**config.mk**
```make
export PLATFORM = sky130hd
export DESIGN_NAME = serial_nibble_deserializer
export DESIGN_NICKNAME = d
export VERILOG_FILES = /design/src/rtl/serial_nibble_deserializer.sv
export SDC_FILE = /design/constraint.sdc
export NUM_CORES = 1
export LEC_CHECK = 0
export CAP_MARGIN = 30
export CORE_UTILIZATION = 52
export CTS_BUF_LIST = sky130_fd_sc_hd__clkbuf_8 sky130_fd_sc_hd__clkbuf_16
export CTS_CLUSTER_DIAMETER = 150
export DETAILED_ROUTE_END_ITERATION = 10
export GPL_ROUTABILITY_DRIVEN = 0
export PLACE_DENSITY = 0.89
export RECOVER_POWER = 100
export SYNTH_ARGS = -nofsm -noshare
export SYNTH_HDL_FRONTEND = slang
export SYNTH_SLANG_ARGS = --single-unit
export TNS_END_PERCENT = 10
```
**constraint.sdc**
```tcl
create_clock -name clk -period 2.1 [get_ports clk]
set_input_delay 0.315 -clock clk [delete_from_list [all_inputs] [get_ports clk]]
set_output_delay 0.315 -clock clk [all_outputs]
set_load 0.1 [all_outputs]
```
**src/rtl/serial_nibble_deserializer.sv**
```systemverilog
// Framed serial-to-parallel deserializer with optional even-parity check.
// Only complete, parity-clean words reach pdata; aborted or bad frames pulse an error flag instead.
module serial_nibble_deserializer #(
  parameter int WIDTH     = 4,
  parameter bit MSB_FIRST = 1'b1,
  parameter bit PARITY_EN = 1'b1
) (
  input  logic             clk,
  input  logic             rst,
  input  logic             frame_start,
  input  logic             sin,
  input  logic             sin_valid,
  output logic [WIDTH-1:0] pdata,
  output logic             pload,
  output logic             parity_err,
  output logic             frame_err,
  output logic             busy
);
  localparam int CW = $clog2(WIDTH);

  typedef enum logic [1:0] {S_IDLE, S_SHIFT, S_PARITY} state_t;

  state_t           r_state;
  logic [WIDTH-1:0] r_shift;
  logic [CW-1:0]    r_cnt;
  logic             r_par;
  logic [WIDTH-1:0] r_pdata;
  logic             r_pload;
  logic             r_perr;
  logic             r_ferr;
  logic             r_busy;
  logic [WIDTH-1:0] w_next_shift;

  assign w_next_shift = MSB_FIRST ? {r_shift[WIDTH-2:0], sin} : {sin, r_shift[WIDTH-1:1]};

  always_ff @(posedge clk) begin
    if (rst) begin
      r_state <= S_IDLE;
      r_shift <= '0;
      r_cnt   <= '0;
      r_par   <= 1'b0;
      r_pdata <= '0;
      r_pload <= 1'b0;
      r_perr  <= 1'b0;
      r_ferr  <= 1'b0;
      r_busy  <= 1'b0;
    end else begin
      r_pload <= 1'b0;
      r_perr  <= 1'b0;
      r_ferr  <= 1'b0;
      if (frame_start) begin
        // frame_start outranks a same-cycle data bit; mid-frame it aborts and restarts
        r_ferr  <= (r_state != S_IDLE);
        r_state <= S_SHIFT;
        r_shift <= '0;
        r_cnt   <= '0;
        r_par   <= 1'b0;
        r_busy  <= 1'b1;
      end else if (sin_valid) begin
        case (r_state)
          S_SHIFT: begin
            r_shift <= w_next_shift;
            r_par   <= r_par ^ sin;
            if (r_cnt == CW'(WIDTH-1)) begin
              if (PARITY_EN) begin
                r_state <= S_PARITY;
              end else begin
                r_pdata <= w_next_shift;
                r_pload <= 1'b1;
                r_state <= S_IDLE;
                r_busy  <= 1'b0;
              end
            end else begin
              r_cnt <= r_cnt + CW'(1);
            end
          end
          S_PARITY: begin
            if ((r_par ^ sin) == 1'b0) begin
              r_pdata <= r_shift;
              r_pload <= 1'b1;
            end else begin
              r_perr  <= 1'b1;
            end
            r_state <= S_IDLE;
            r_busy  <= 1'b0;
          end
          default: ;
        endcase
      end
    end
  end

  assign pdata      = r_pdata;
  assign pload      = r_pload;
  assign parity_err = r_perr;
  assign frame_err  = r_ferr;
  assign busy       = r_busy;
endmodule

```
==> impl_metrics.tcl, run 1 <==
set metrics [dict create \
    crit_slowest_cell "clkbuf_1" \
    antennaDiodeCount 0 \
    path_clk_slew_ps 60 \
    rrSetupSlack_ps 840 \
    crit_path_end "pdata[3]" \
    grt_use_total_pct 20.3 \
    wl_per_cell_microns 12.2 \
    first_global_vias 450 \
    clock_skews_ps 4.39 \
    yosys.area.top_type "dfxtp_1" \
    hold_class "reg -> reg" \
    netlist_area_sq_um 701 \
    drive_gt1_share_pct 11.0 \
    ff_latch_area_sq_um 340 \
    seq_area_frac_synth_pct 48.6 \
    die_x_microns 38.7 \
    ys_top_cells_by_area "dfxtp_1 (49%), mux2i_1 (10%), nand2b_1 (7.1%)" \
    cp.buffers_inverters 1 \
    peakVddDrop_v 0.000598 \
    grt_start_max_net_pins 12 \
    timing.max_slew.rel_slack_pct 22.0 \
    number_of_setup_violations_in_the_final_report 0 \
    postLayoutCoreUtil_pct 69.6 \
    drc 0 \
    cp_num_cells 1 \
    crit_path_cell_trace "clkbuf_1" \
    antenna_found_initial 0 \
    row_count 12 \
    syn-mean-instance-area_sq_um 10.5 \
    cap_viol_max_count 0 \
    cts_tree "built" \
    clockBufferDepth 2 \
    grt_pass1_wl_microns 1950 \
    synth-warning-count 0 \
    final_cell_mix "dfxtp_1 (17), nor2_1 (9), nand2b_1 (8), mux2i_1 (7), clkbuf_1 (6)" \
    worst-setup-path-type "reg -> out" \
    io_pins 13 \
    drt-pass1-iter-count 4 \
    cp-start-kind "flip-flop" \
    ys_types 23 \
    tns_ps 0 \
    post-synth-top-area-fraction_pct 48.6 \
    post_cts_setup_inserts 0 \
    core_sq_mm 0.00117 \
    cts.sinks 17 \
    fmax_mhz 567 \
    worst_setup_path_end_kind "output pin" \
    critPathArrivalTime_ps 1450 \
    final.period_utilization_pct 84.0 \
    rr_startpoint "r_state[0]" \
    cell_type_group_with_the_largest_total_delay_on_the_critical_path "buffers and inverters" \
    final.min_clock_period_ps 1770 \
    rsz0062_at_grt "no" \
    fillCellCount 104 \
    worst-slew-pin-transition_ps 1170 \
    remaining_antenna_violation_count 0 \
    slew_viol_final 0 \
    critical_path_peak_fanout 2 \
    timing.hold.ws_ps 477 \
    cts_root_buf "clkbuf_8" \
    worst-endpoint-required_ps 1780 \
    critical_path.reg2reg.endpoint "pdata[2]" \
    critPathMaxStageDelay_ps 870 \
    drtIter0Drc 2 \
    chipHeight_microns 38.7 \
    final_common_cell "dfxtp_1" \
    post_drt_via_cell_ratio 5.20 \
    start_util_pct 59.8 \
    hold_viol 0 \
    cts-htree-levels 1 \
    finalNetCount 89 \
    area.growth.synth_to_final_pct 16.2 \
    clock_latency_ps 250 \
    routed_vias 499 \
    port_buffers 12 \
    postSynthCellCount 67 \
    cts_hold_buf 0 \
    fin_total_pwr_w 0.000627 \
    synthesis.nets 73 \
    cts_made_buffers 3 \
    multiInputGateArea_sq_um 330 \
    dp_hpwl_microns 847 \
    die_area_sq_mm 0.00150 \
    grt_remaining_overflow 0 \
    cts-resized-gates 0 \
    yosys_register_bits 17 \
    power_density_mw_per_mm2 769 \
    power_leakage_nw 0.307 \
    finalWirelength_microns 1170 \
    worst_setup_path_startpoint "pdata[3]" \
    run_status "complete, no violations" \
    reg2regPathDepth 3 \
]
## registers in the layout, summed over array words and instances (netlist names)
name        count
r_par           1
pdata           4
busy            1
r_cnt           2
r_shift         4
frame_err       1
parity_err      1
pload           1
r_state         2
## worst min path at each step
stage | startpoint | endpoint | slack, ps | depth (start not counted)
4_1_cts | pdata[1] | pdata[1] | 480 | 2
6_report | pdata[1] | pdata[1] | 480 | 2
5_1_grt | pdata[1] | pdata[1] | 490 | 2
3_3_place_gp | pdata[3] | pdata[3] | 460 | 2
2_1_floorplan | frame_start | busy | 430 | 2
3_5_place_dp | pdata[1] | pdata[1] | 470 | 2
## layer usage
layer  up-vias  wire [microns]  share of wire (%)  track usage [%]
li1        256               -                  -                -
met1       228             570                 49             26.3
met2        10             504                 43             28.3
met3         5              55                4.7             5.20
met4         0              40                3.4             15.5
met5         -               0                  0                0
## per-stage QoR
step	cells	worst slack [ps]	instance area [sq um]
2_1_floorplan	67	860	701
3_3_place_gp	92	412	811
3_5_place_dp	92	407	811
4_1_cts	96	673	857
5_1_grt	96	306	815
6_report	96	335	815
## cell usage after synthesis
library cell / count
a21oi_1: 5
nor2_1: 9
nand4b_1: 1
nor3b_1: 1
buf_6: 1
nand3b_1: 2
nor3_1: 1
nand2b_1: 8
or2_1: 1
clkbuf_1: 1
dfxtp_1: 17
ha_1: 1
nor3_4: 1
nand2_1: 2
nor2b_1: 1
o21ai_0: 1
xnor2_1: 1
or2_4: 1
mux2i_1: 7
nand3b_4: 1
nor2b_2: 1
and4bb_1: 1
xor2_1: 2
## power by group
part | internal (W) | switching [W] | total (W) | leakage [nW]
logic | 0.0000189 | 0.0000328 | 0.0000518 | 0.144
clock network | 0.000132 | 0.000112 | 0.000243 | 0.0255
registers | 0.000327 | 0.00000400 | 0.000331 | 0.138
## final cells by class
class | count | share of cell area [%]
Tap cell | 14 | 2.15
Clock buffer | 3 | 5.07
Clock inverter | 1 | 0.614
Sequential cell | 17 | 41.8
Timing Repair Buffer | 13 | 9.83
Multi-Input combinational cell | 48 | 40.6
## logic make-up after synthesis
family,share of synthesized area [%]
XOR/XNOR,3.75
AO/OA/AOI/OAI,4.28
adder cells (fa/ha/maj),1.79
buffers and inverters,2.14
flip-flops,48.6
multiplexers,10.0
AND/OR/NAND/NOR,29.5
Power figures use the tool's default switching activity.
==> inputs of run 2 (changes only) <==
--- a/config.mk
+++ b/config.mk
@@ -6,12 +6,12 @@
 export NUM_CORES = 1
 export LEC_CHECK = 0
 export CAP_MARGIN = 30
-export CORE_UTILIZATION = 52
+export CORE_UTILIZATION = 43
 export CTS_BUF_LIST = sky130_fd_sc_hd__clkbuf_8 sky130_fd_sc_hd__clkbuf_16
 export CTS_CLUSTER_DIAMETER = 150
 export DETAILED_ROUTE_END_ITERATION = 10
 export GPL_ROUTABILITY_DRIVEN = 0
-export PLACE_DENSITY = 0.89
+export PLACE_DENSITY = 0.79
 export RECOVER_POWER = 100
 export SYNTH_ARGS = -nofsm -noshare
 export SYNTH_HDL_FRONTEND = slang
==> constraint.sdc (replaced) <==
create_clock -name clk -period 1.6 [get_ports clk]
set_input_delay 0.24 -clock clk [delete_from_list [all_inputs] [get_ports clk]]
set_output_delay 0.24 -clock clk [all_outputs]
set_load 0.1 [all_outputs]
==> impl_metrics.tcl, run 2 (synthesis gave the netlist of run 1 again) <==
set metrics [dict create \
    finalNetCount 90 \
    power_density_mw_per_mm2 965 \
    postLayoutCoreUtil_pct 55.8 \
    timing.final.ws_setup_ps 199 \
    cts_tree "built" \
    first_global_vias 495 \
    post-place-cells 95 \
    crit_path_cell_trace "dlygate4sd3_1 -> nand3b_4 -> nor3_4 -> mux2i_1" \
    cts.sinks 17 \
    timing.max_slew.rel_slack_pct 63.2 \
    cts_root_buf "clkbuf_8" \
    power_leakage_nw 0.354 \
    ff_latch_area_sq_um 340 \
    post-place-ws_ps 20.3 \
    hold_viol 0 \
    peakVddDrop_v 0.000509 \
    rsz0062_at_grt "no" \
    pwr-share-clk_pct 37.4 \
    critPathMaxStageDelay_ps 700 \
    run_status "complete, no violations" \
    io_pins 13 \
    port_buffers 12 \
    clock_skews_ps 2.42 \
    swShare_pct 22.8 \
    post_drt_via_cell_ratio 5.09 \
    crit_path_end "pdata[0]" \
    path_clk_slew_ps 60 \
    number_of_setup_violations_in_the_final_report 0 \
    wl_per_cell_microns 12.6 \
    worst-slew-pin-transition_ps 554 \
    die_x_microns 42.4 \
    worst_setup_path_startpoint "sin_valid" \
    crit_slowest_cell "dlygate4sd3_1" \
    internal_power_component_w 0.000626 \
    holdCritStartpoint "pdata[2]" \
    grt_pass1_wl_microns 2070 \
    chipHeight_microns 42.4 \
    total_switching_power_w 0.000185 \
    area.growth.synth_to_final_pct 20.0 \
    cts-resized-gates 0 \
    final.period_utilization_pct 87.5 \
    multiInputGateArea_sq_um 343 \
    grt_use_total_pct 15.7 \
    critPathArrivalTime_ps 1580 \
    remaining_antenna_violation_count 0 \
    cts-htree-levels 1 \
    core_sq_mm 0.00151 \
    rr_startpoint "r_cnt[0]" \
    drc 0 \
    fmax_mhz 714 \
    critical_path_peak_fanout 7 \
    rrSetupSlack_ps 420 \
    clockBufferDepth 2 \
    antenna_found_initial 0 \
    die_area_sq_mm 0.00179 \
    slew_viol_final 0 \
    seq_power_share_pct 53.7 \
    cp-start-kind "primary input" \
    grt_start_max_net_pins 11 \
    worst_setup_path_end_kind "flip-flop" \
    cts_made_buffers 3 \
    layoutNonFillerInstCount 99 \
    final.min_clock_period_ps 1400 \
    final_cell_mix "dfxtp_1 (17), nor2_1 (9), clkbuf_2 (9), nand2b_1 (8), mux2i_1 (7)" \
    final_common_cell "dfxtp_1" \
    hold_class "reg -> reg" \
    power.combinational.fraction_pct 8.9 \
    routed_vias 504 \
    finalWirelength_microns 1250 \
    drt-pass1-iter-count 4 \
    reg2regPathDepth 4 \
    post_cts_setup_inserts 0 \
    drtIter0Drc 5 \
    cap_viol_max_count 0 \
    cp_num_cells 4 \
    row_count 14 \
    cts_hold_buf 0 \
    tns_ps 0 \
    dp_hpwl_microns 900 \
    critical_path.reg2reg.endpoint "r_cnt[0]" \
    start_util_pct 46.5 \
    cp.buffers_inverters 1 \
    drive_gt1_share_pct 20.5 \
    cell_type_group_with_the_largest_total_delay_on_the_critical_path "buffers and inverters" \
    worst-setup-path-type "in -> reg" \
    antennaDiodeCount 0 \
    worst-endpoint-required_ps 1780 \
    clock_latency_ps 240 \
    fillCellCount 134 \
    grt_remaining_overflow 0 \
    fin_total_pwr_w 0.000811 \
]
run 2: how the worst min path moves through the flow:
stage,to,slack [ps],cells past startpoint
floorplan,busy,360,2
global placement,r_cnt[1],470,2
detailed placement,r_shift[0],470,2
CTS,pdata[3],480,2
global route,r_shift[0],500,2
finish,pdata[2],470,2
run 2: worst reg2reg max path, cell delays in order, from the launching register on:
cell and delay, ps:
dfxtp_1 330, ha_1 240, and4bb_1 330, xnor2_1 130, nor2_1 50
run 2: final cells by class:
| class | count | area share, % |
|---|---|---|
| clock buffers | 3 | 4.91 |
| clock inverters | 1 | 0.446 |
| multi-input cells | 48 | 40.8 |
| flip-flops and latches | 17 | 40.5 |
| well taps | 16 | 2.38 |
| repair buffers | 14 | 11.0 |
run 2: power groups by stage:
stage               combinational, W  sequential (W)  clock [W]
floorplan                  0.0000309        0.000463          0
global placement           0.0000808        0.000446          0
detailed placement         0.0000817        0.000446          0
CTS                        0.0000824        0.000436   0.000310
global route               0.0000762        0.000436   0.000327
finish                     0.0000720        0.000435   0.000304
run 2: metal layers:
metal  wire, microns  track usage, %  up-vias  part of all wire, %
met4               0            7.50        0                    0
met2             609            24.9       10                   49
met3              71            5.60        0                  5.7
met1             565            18.8      238                   45
met5               0               0        -                    0
li1                -               -      256                    -
run 2: stage by stage:
| stage | hold slack (ps) | cell area, sq um |
|---|---|---|
| 6_report | 472 | 841 |
| 2_1_floorplan | 357 | 701 |
| 4_1_cts | 476 | 966 |
| 3_3_place_gp | 471 | 921 |
| 3_5_place_dp | 468 | 921 |
| 5_1_grt | 497 | 841 |
